<file path="src/rtl/rggen_bit_field_access_initiator.sv">
// Bit-field access initiator: takes one host command, issues a single-cycle
// field strobe (plus an optional readback for writes) and returns the result.
module rggen_bit_field_access_initiator #(
  parameter int WIDTH        = 32,
  parameter bit VERIFY_WRITE = 1'b0
) (
  input  logic             i_clk,
  input  logic             i_rst_n,
  input  logic             i_req_valid,
  output logic             o_req_ready,
  input  logic             i_req_write,
  input  logic [WIDTH-1:0] i_req_data,
  input  logic [WIDTH-1:0] i_req_mask,
  output logic             o_rsp_valid,
  input  logic             i_rsp_ready,
  output logic [WIDTH-1:0] o_rsp_data,
  output logic [1:0]       o_rsp_status,
  output logic             o_bf_valid,
  output logic             o_bf_write,
  output logic [WIDTH-1:0] o_bf_mask,
  output logic [WIDTH-1:0] o_bf_write_data,
  input  logic [WIDTH-1:0] i_bf_read_data
);

  typedef enum logic [1:0] {
    IDLE,
    ACCESS,
    VERIFY,
    RESP
  } state_e;

  localparam logic [1:0] STATUS_OK         = 2'd0;
  localparam logic [1:0] STATUS_MISMATCH   = 2'd1;
  localparam logic [1:0] STATUS_EMPTY_MASK = 2'd2;

  state_e           state_q, state_d;
  logic             write_q, write_d;
  logic [WIDTH-1:0] data_q, data_d;
  logic [WIDTH-1:0] mask_q, mask_d;
  logic [WIDTH-1:0] rsp_data_q, rsp_data_d;
  logic [1:0]       rsp_status_q, rsp_status_d;
  logic [WIDTH-1:0] read_masked;
  logic [WIDTH-1:0] write_masked;

  assign read_masked  = i_bf_read_data & mask_q;
  assign write_masked = data_q & mask_q;

  always_ff @(posedge i_clk or negedge i_rst_n) begin
    if (!i_rst_n) begin
      state_q      <= IDLE;
      write_q      <= 1'b0;
      data_q       <= '0;
      mask_q       <= '0;
      rsp_data_q   <= '0;
      rsp_status_q <= STATUS_OK;
    end else begin
      state_q      <= state_d;
      write_q      <= write_d;
      data_q       <= data_d;
      mask_q       <= mask_d;
      rsp_data_q   <= rsp_data_d;
      rsp_status_q <= rsp_status_d;
    end
  end

  always_comb begin
    state_d      = state_q;
    write_d      = write_q;
    data_d       = data_q;
    mask_d       = mask_q;
    rsp_data_d   = rsp_data_q;
    rsp_status_d = rsp_status_q;

    case (state_q)
      IDLE: begin
        if (i_req_valid) begin
          write_d = i_req_write;
          data_d  = i_req_data;
          mask_d  = i_req_mask;
          // An empty mask touches nothing, so the field is never strobed.
          if (i_req_mask == '0) begin
            rsp_data_d   = '0;
            rsp_status_d = STATUS_EMPTY_MASK;
            state_d      = RESP;
          end else begin
            state_d = ACCESS;
          end
        end
      end
      ACCESS: begin
        if (!write_q) begin
          rsp_data_d   = read_masked;
          rsp_status_d = STATUS_OK;
          state_d      = RESP;
        end else if (VERIFY_WRITE) begin
          state_d = VERIFY;
        end else begin
          rsp_data_d   = '0;
          rsp_status_d = STATUS_OK;
          state_d      = RESP;
        end
      end
      VERIFY: begin
        // The field committed the write at the previous edge.
        rsp_data_d   = read_masked;
        rsp_status_d = (read_masked != write_masked) ? STATUS_MISMATCH : STATUS_OK;
        state_d      = RESP;
      end
      RESP: begin
        if (i_rsp_ready) begin
          state_d = IDLE;
        end
      end
      default: begin
        state_d = IDLE;
      end
    endcase
  end

  // Strobe outputs decode straight from the state so reset kills them at once.
  assign o_req_ready     = (state_q == IDLE);
  assign o_rsp_valid     = (state_q == RESP);
  assign o_rsp_data      = rsp_data_q;
  assign o_rsp_status    = rsp_status_q;
  assign o_bf_valid      = (state_q == ACCESS) || (state_q == VERIFY);
  assign o_bf_write      = (state_q == ACCESS) && write_q;
  assign o_bf_mask       = o_bf_valid ? mask_q : '0;
  assign o_bf_write_data = (state_q == ACCESS) ? write_masked : '0;

endmodule
</file>
<file path="config.mk">
export PLATFORM = sky130hd
export DESIGN_NAME = rggen_bit_field_access_initiator
export DESIGN_NICKNAME = d
export VERILOG_FILES = /design/src/rtl/rggen_bit_field_access_initiator.sv
export SDC_FILE = /design/constraint.sdc
export NUM_CORES = 1
export LEC_CHECK = 0
export CAP_MARGIN = 20
export CORE_ASPECT_RATIO = 1.5
export CORE_MARGIN = 3
export CORE_UTILIZATION = 25
export CTS_CLUSTER_DIAMETER = 60
export DETAILED_ROUTE_END_ITERATION = 10
export GPL_TIMING_DRIVEN = 0
export PLACE_DENSITY = 0.62
export SLEW_MARGIN = 25
export SYNTH_ARGS = -nofsm -noshare
export SYNTH_HDL_FRONTEND = slang
export SYNTH_SLANG_ARGS = --single-unit
</file>
<file path="constraint.sdc">
create_clock -name i_clk -period 2.34 [get_ports i_clk]
set_input_delay 0.585 -clock i_clk [delete_from_list [all_inputs] [get_ports i_clk]]
set_output_delay 0.585 -clock i_clk [all_outputs]
set_load 0.005 [all_outputs]
</file>
==> out/qor.csv, run 1 <==
stage,metric,value,unit
critical_path,Worst path max stage delay,390,ps
routing,DRT Pass-1 Iters,4,
finish,most frequent cells in the layout,"clkdlybuf4s50_1 (117), dfrtp_1 (101), mux2_2 (65)",
run_status,status,finished with violations,
run_status,failing checks,negative setup slack,
routing,DRC,0,
finish,area delta synth->final,65.2,%
place,dpl hpwl,15400,µm
routing,post-route ant nets,0,
clocking,H-Tree Level Count,3,
global_route,GRT Residual Overflow,0,
power,maximum VDD drop,0.637,mV
critical_path,Worst setup SP type,flip-flop,
critical_path,CP arrival,1820,ps
sta,clk_skew,8.37,ps
power,Flop pwr share,0.303,
routing,total wire length,20900,µm
critical_path,Slowest cell on crit path,dfrtp_1,
synthesis,area share of the largest cell type after synthesis,0.510,
floorplanning,Die H,178,µm
clocking,clock transition at the registers of the reported paths,70,ps
hold_path,worst hold-check path type,in -> async,
power,Logic pwr share,0.549,
synthesis,synthesized cell area,4950,µm²
place,# placed instances,860,
sta,worst-margin pin slew,946,ps
synthesis,Synth cell types,31,
routing,WL per Instance,23.1,µm
floorplanning,die width,121,µm
synthesis,syn_nets,508,
synthesis,register area share after synthesis,0.510,
synthesis,Synth area leader,dfrtp_1,
power,clock power share,0.148,
place,number of port buffers,202,
clocking,hold buffer count at CTS,0,
power,Sw Ratio,0.363,
synthesis,#FFs+latches synth,101,
synthesis,Yosys warning total,0,
sta,PnR worst setup slack,-68.2,ps
global_route,All-Layer GR Usage,0.189,
finish,Layout Nets,750,
routing,Starting DRT DRC Count,271,
critical_path,CP required,1750,ps
floorplanning,Initial Util,0.256,
power,Power Density,1370,nW/µm²
global_route,vias in the first global route,4752,
power,Sw Pwr,4.08,mW
clocking,Max Root-Sink Buffers,2,
sta,hold_ws,182,ps
synthesis,Mapped Cells,401,
synthesis,synth top area cells,"dfrtp_1 (51%), mux2_2 (15%), a32o_1 (6.5%)",
routing,vias per std cell,4.92,
sta,Final Setup Violations,12,
global_route,largest net degree at the start of global routing,52,
clocking,CTS tree,done,
flow_run,number of max-cap violations,0,
critical_path,kind of critical path,reg -> out,
power,Power Total,11.2,mW
critical_path,RR Startpoint,state_q[0],
place,routability congestion estimate,0.858,
routing,vias,4456,
sta,RSZ-0062 raised after global routing,true,
global_route,initial antenna violation count,1,
finish,fin cells,905,
clocking,root buffer cell,clkbuf_16,
synthesis,top_reg_cell synth,dfrtp_1,
floorplanning,Ports,203,
sta,final hold violations,0,
sta,Max Clk Rate,0.415,GHz
critical_path,Crit path top cell by count,buf_6,
sta,crit path time final,2410,ps
finish,share of cells above drive strength 1,0.333,
power,Pint,7.15,mW
critical_path,R2R depth,6,
critical_path,Setup crit end kind,output port,
critical_path,CP cell instances,inv_2 > ha_4 > clkbuf_16 > buf_6 > buf_8 > buf_6 > and2_4 > buf_6,
floorplanning,row cnt,62,
power,Pleak,3.74,nW
critical_path,Reg2Reg Setup Slack,150,ps
finish,number of fill cells,1839,
global_route,global-route wire length before repair,30000,µm
sta,Slew headroom,0.370,
synthesis,number of synthesized flops with an enable pin,0,
critical_path,r2r endpoint,data_q[7],
finish,"commonest non-fill, non-tap cell in the layout",clkdlybuf4s50_1,
clocking,Num CTS Buffers,9,
sta,final clock period utilization by the worst path,1.03,
synthesis,ys async rst share,1.00,
clocking,worst skew pair latency,350,ps
clocking,Clock Sinks,101,
sta,final slew viol count,0,
synthesis,synthesized area per cell,12.3,µm²
floorplanning,die area,21600,µm²
critical_path,crit-path max FO,6,
floorplanning,core area,19300,µm²
## worst max-delay path, delay by kind of cell (launching register included)
family / cells / cell delay [ps]
adders and majority gates: 1 / 230
and+or+nand+nor: 1 / 130
buffers and inverters: 6 / 730
DFF: 1 / 390
## sequential cells by signal (all words and copies together) (netlist names)
register	count
data_q	32
mask_q	32
o_rsp_data	32
o_rsp_status	2
state_q	2
write_q	1
## final cells by class
cell class,count,area (µm²),area share
multi-input cells,274,2470,0.302
plain buffers,21,290,0.0355
flip-flops and latches,101,2530,0.309
clock inverters,7,97.6,0.0119
well taps,256,320,0.0392
diodes,1,2.50,0.000306
inverters,5,18.8,0.00229
repair buffers,231,2220,0.272
clock buffers,9,225,0.0275
## power groups by stage
| stage | clock (mW) | sequential, mW | combinational, mW |
|---|---|---|---|
| 6_report | 1.66 | 3.40 | 6.16 |
| 5_1_grt | 1.77 | 3.53 | 6.56 |
| 4_1_cts | 1.69 | 3.37 | 6.02 |
| 3_5_place_dp | 0 | 3.41 | 5.01 |
| 3_3_place_gp | 0 | 3.36 | 4.94 |
| 2_1_floorplan | 0 | 3.12 | 2.35 |
## metrics by stage
step           worst slack (ps)  utilization  setup TNS, ps  area, µm²
6_report                  -68.2        0.423           -210       8180
4_1_cts                    -190        0.419          -1450       8090
2_1_floorplan               395            -              0       4950
5_1_grt                    -124        0.423          -1380       8180
3_3_place_gp              -3340        0.378        -418120       7290
3_5_place_dp               -916        0.379         -86330       7320
## worst max path at each step
stage	startpoint	slack, ps	endpoint
finish	state_q[1]	-70	o_bf_mask[9]
global route	state_q[1]	-120	o_bf_mask[9]
CTS	state_q[1]	-190	o_bf_write_data[12]
detailed placement	i_req_mask[24]	-920	o_rsp_data[26]
global placement	i_rst_n	-3340	mask_q[27]
floorplan	state_q[0]	400	o_bf_mask[0]
## what timing repair did
action / 4_1_cts / 5_1_grt
gates resized for setup: 215 / 91
endpoints found under the setup margin: 149 / 77
pin swaps: 10 / 11
gates cloned: 3 / 0
buffers inserted: 16 / 9
## cells in the mapped netlist, drive strengths merged, types with 4 or more instances
| cell | count |
|---|---|
| nand2 | 13 |
| mux2 | 65 |
| nand4 | 4 |
| nor2 | 4 |
| a22oi | 4 |
| a32o | 32 |
| dfrtp | 101 |
| inv | 5 |
| ha | 6 |
| nand3b | 35 |
| o2111ai | 10 |
| and3 | 32 |
| clkbuf | 14 |
| buf | 7 |
| nor4 | 9 |
| xor2 | 8 |
| and2 | 33 |
## routing by layer
metal | GRT usage | part of all wire
met3 | 0.0339 | 0.059
met5 | 0 | 0
met1 | 0.222 | 0.38
met4 | 0.0619 | 0.022
met2 | 0.344 | 0.54
## kinds of logic after synthesis
| logic type | Yosys count | synth area share |
|---|---|---|
| compound gates | 55 | 0.100 |
| mux | 66 | 0.150 |
| buf+inv | 26 | 0.0303 |
| flops | 101 | 0.510 |
| xor+xnor | 9 | 0.0159 |
| fa+ha+maj | 6 | 0.0152 |
| simple gates | 138 | 0.178 |
Power figures use the tool's default switching activity.
==> run 2, diff against run 1 <==
--- a/constraint.sdc
+++ b/constraint.sdc
@@ -3,2 +3,2 @@
 set_output_delay 0.585 -clock i_clk [all_outputs]
-set_load 0.005 [all_outputs]
+set_load 0.01 [all_outputs]
==> run 2 against run 1 <==
- the run still ends with negative setup slack left
- wire length is 3.4% lower
- first-iteration DRC count stayed put
- worst setup slack worse by 26 ps
==> out/qor.csv, run 2 (same netlist as run 1, synthesis figures left out) <==
stage,metric,value,unit,change
run_status,status,finished with violations,,
run_status,failing checks,negative setup slack,,
finish,most frequent cells in the layout,"clkdlybuf4s50_1 (120), dfrtp_1 (101), mux2_2 (65)",,
sta,crit path time final,2430,ps,+25.7 ps
global_route,GRT Max-Usage Layer,met2,,
floorplanning,die area,21600,µm²,unchanged
sta,Final Setup Violations,10,,-2
global_route,initial antenna violation count,0,,-1
clocking,Max Root-Sink Buffers,2,,unchanged
place,number of port buffers,202,,unchanged
routing,Starting DRT DRC Count,271,,unchanged
routing,vias,4411,,-1.0%
critical_path,CP arrival,1850,ps,+30 ps
floorplanning,Die H,178,µm,unchanged
finish,fin util,0.415,,-0.00810
critical_path,kind of critical path,reg -> out,,
global_route,vias in the first global route,4648,,-2.2%
finish,area delta synth->final,62.0,%,
place,# placed instances,860,,unchanged
sta,final clock period utilization by the worst path,1.04,,+0.0110
clocking,root buffer cell,clkbuf_16,,
floorplanning,row cnt,62,,unchanged
global_route,largest net degree at the start of global routing,52,,unchanged
finish,share of cells above drive strength 1,0.300,,-0.0330
place,routability congestion estimate,0.858,,unchanged
routing,total wire length,20200,µm,-3.4%
global_route,M2 GR Usage,0.330,,-0.0141
critical_path,Worst setup SP type,flip-flop,,
global_route,M1 GR Usage,0.219,,-0.00256
clocking,Num CTS Buffers,9,,unchanged
critical_path,crit-path max FO,10,,+4
finish,"commonest non-fill, non-tap cell in the layout",clkdlybuf4s50_1,,
finish,fin cells,892,,-1.4%
critical_path,r2r endpoint,data_q[7],,
sta,final slew viol count,0,,unchanged
global_route,global-route wire length before repair,28900,µm,-3.7%
floorplanning,Initial Util,0.256,,unchanged
sta,PnR worst setup slack,-93.9,ps,-25.7 ps
clocking,Clock Sinks,101,,unchanged
routing,DRT Pass-1 Iters,6,,+2
routing,DRC,0,,unchanged
place,dpl hpwl,15400,µm,unchanged
finish,Antenna Cells,0,,-1
finish,post-layout instance area,8020,µm²,-1.9%
critical_path,RR Startpoint,state_q[1],,
floorplanning,Ports,203,,unchanged
power,maximum VDD drop,0.569,mV,-11%
flow_run,number of max-cap violations,0,,unchanged
sta,worst-margin pin slew,933,ps,-12.9 ps
sta,RSZ-0062 raised after global routing,true,,
global_route,met3 usage,0.0324,,-0.00159
clocking,clock transition at the registers of the reported paths,70,ps,about the same
floorplanning,core area,19300,µm²,unchanged
critical_path,R2R depth,6,,unchanged
sta,Slew headroom,0.378,,+0.00859
power,Power Density,1370,nW/µm²,about the same
global_route,All-Layer GR Usage,0.181,,-0.00726
routing,WL per Instance,22.6,µm,-2.0%
critical_path,CP required,1750,ps,about the same
global_route,GRT Residual Overflow,0,,unchanged
routing,post-route ant nets,0,,unchanged
sta,clk_skew,9.33,ps,+0.953 ps
place,placed inst area,7320,µm²,unchanged
clocking,H-Tree Level Count,3,,unchanged
sta,final hold violations,0,,unchanged
floorplanning,die width,121,µm,unchanged
clocking,worst skew pair latency,350,ps,about the same
hold_path,worst hold-check path type,in -> async,,
power,Pleak,3.88,nW,+3.6%
finish,Layout Nets,738,,-1.6%
sta,Max Clk Rate,0.411,GHz,-1.1%
routing,vias per std cell,4.95,,+0.43%
critical_path,Setup crit end kind,output port,,
clocking,CTS tree,done,,
critical_path,Reg2Reg Setup Slack,170,ps,+20 ps
power,Power Total,11.0,mW,-1.9%
-- run 2: cell type report --
| cell class | instances | area (µm²) |
|---|---|---|
| fill | 1858 | 11300 |
| clock buffer | 9 | 225 |
| multi-input combinational | 274 | 2430 |
| clock inverter | 7 | 97.6 |
| timing repair buffer | 219 | 2150 |
| buffer | 21 | 253 |
| tap | 256 | 320 |
| sequential | 101 | 2530 |
| inverter | 5 | 21.3 |
-- run 2: routing by layer --
layer	wire, µm	part of all wire
met5	0	0
met1	7850	0.39
met4	443	0.022
met3	1130	0.056
met2	10800	0.53
-- run 2: worst max-delay path by stage --
stage	start	cells past startpoint	end
floorplan	state_q[0]	5	o_bf_mask[0]
global placement	i_rst_n	1	mask_q[27]
detailed placement	i_req_mask[24]	7	o_rsp_data[26]
CTS	state_q[1]	5	o_bf_write_data[11]
global route	state_q[1]	8	o_bf_mask[5]
finish	state_q[1]	8	o_bf_mask[7]
-- run 2: worst max-delay path, stage by stage, from the launching register on --
cell,delay (ps)
dfrtp_1,400
inv_2,110
buf_6,110
ha_4,190
clkbuf_16,160
buf_6,110
clkbuf_16,150
and2_1,140
buf_2,130
-- run 2: through the flow --
| stage | setup slack (ps) | hold WS (ps) | TNS (ps) |
|---|---|---|---|
| finish | -93.9 | 181 | -847 |
| global route | -137 | 217 | -1930 |
| CTS | -282 | 196 | -5720 |
| detailed placement | -916 | 483 | -88490 |
| global placement | -3340 | 476 | -420270 |
| floorplan | 319 | 289 | 0 |
-- run 2: timing repair --
action                                  in CTS  in global routing
endpoints found under the hold margin        0                  0
hold buffers                                 0                  0
setup buffers                                6                  9
endpoints found under the setup margin     150                 97
gates cloned                                 0                  1
gates resized for setup                    158                125
pin swaps                                    9                  8
-- run 2: power by group --
part / internal [mW] / leakage [nW] / switching (mW) / total, mW
Combinational: 3.35 / 2.46 / 2.62 / 5.97
Sequential: 2.53 / 1.27 / 0.860 / 3.39
Clock: 0.945 / 0.152 / 0.709 / 1.65
Total: 6.82 / 3.88 / 4.19 / 11.0
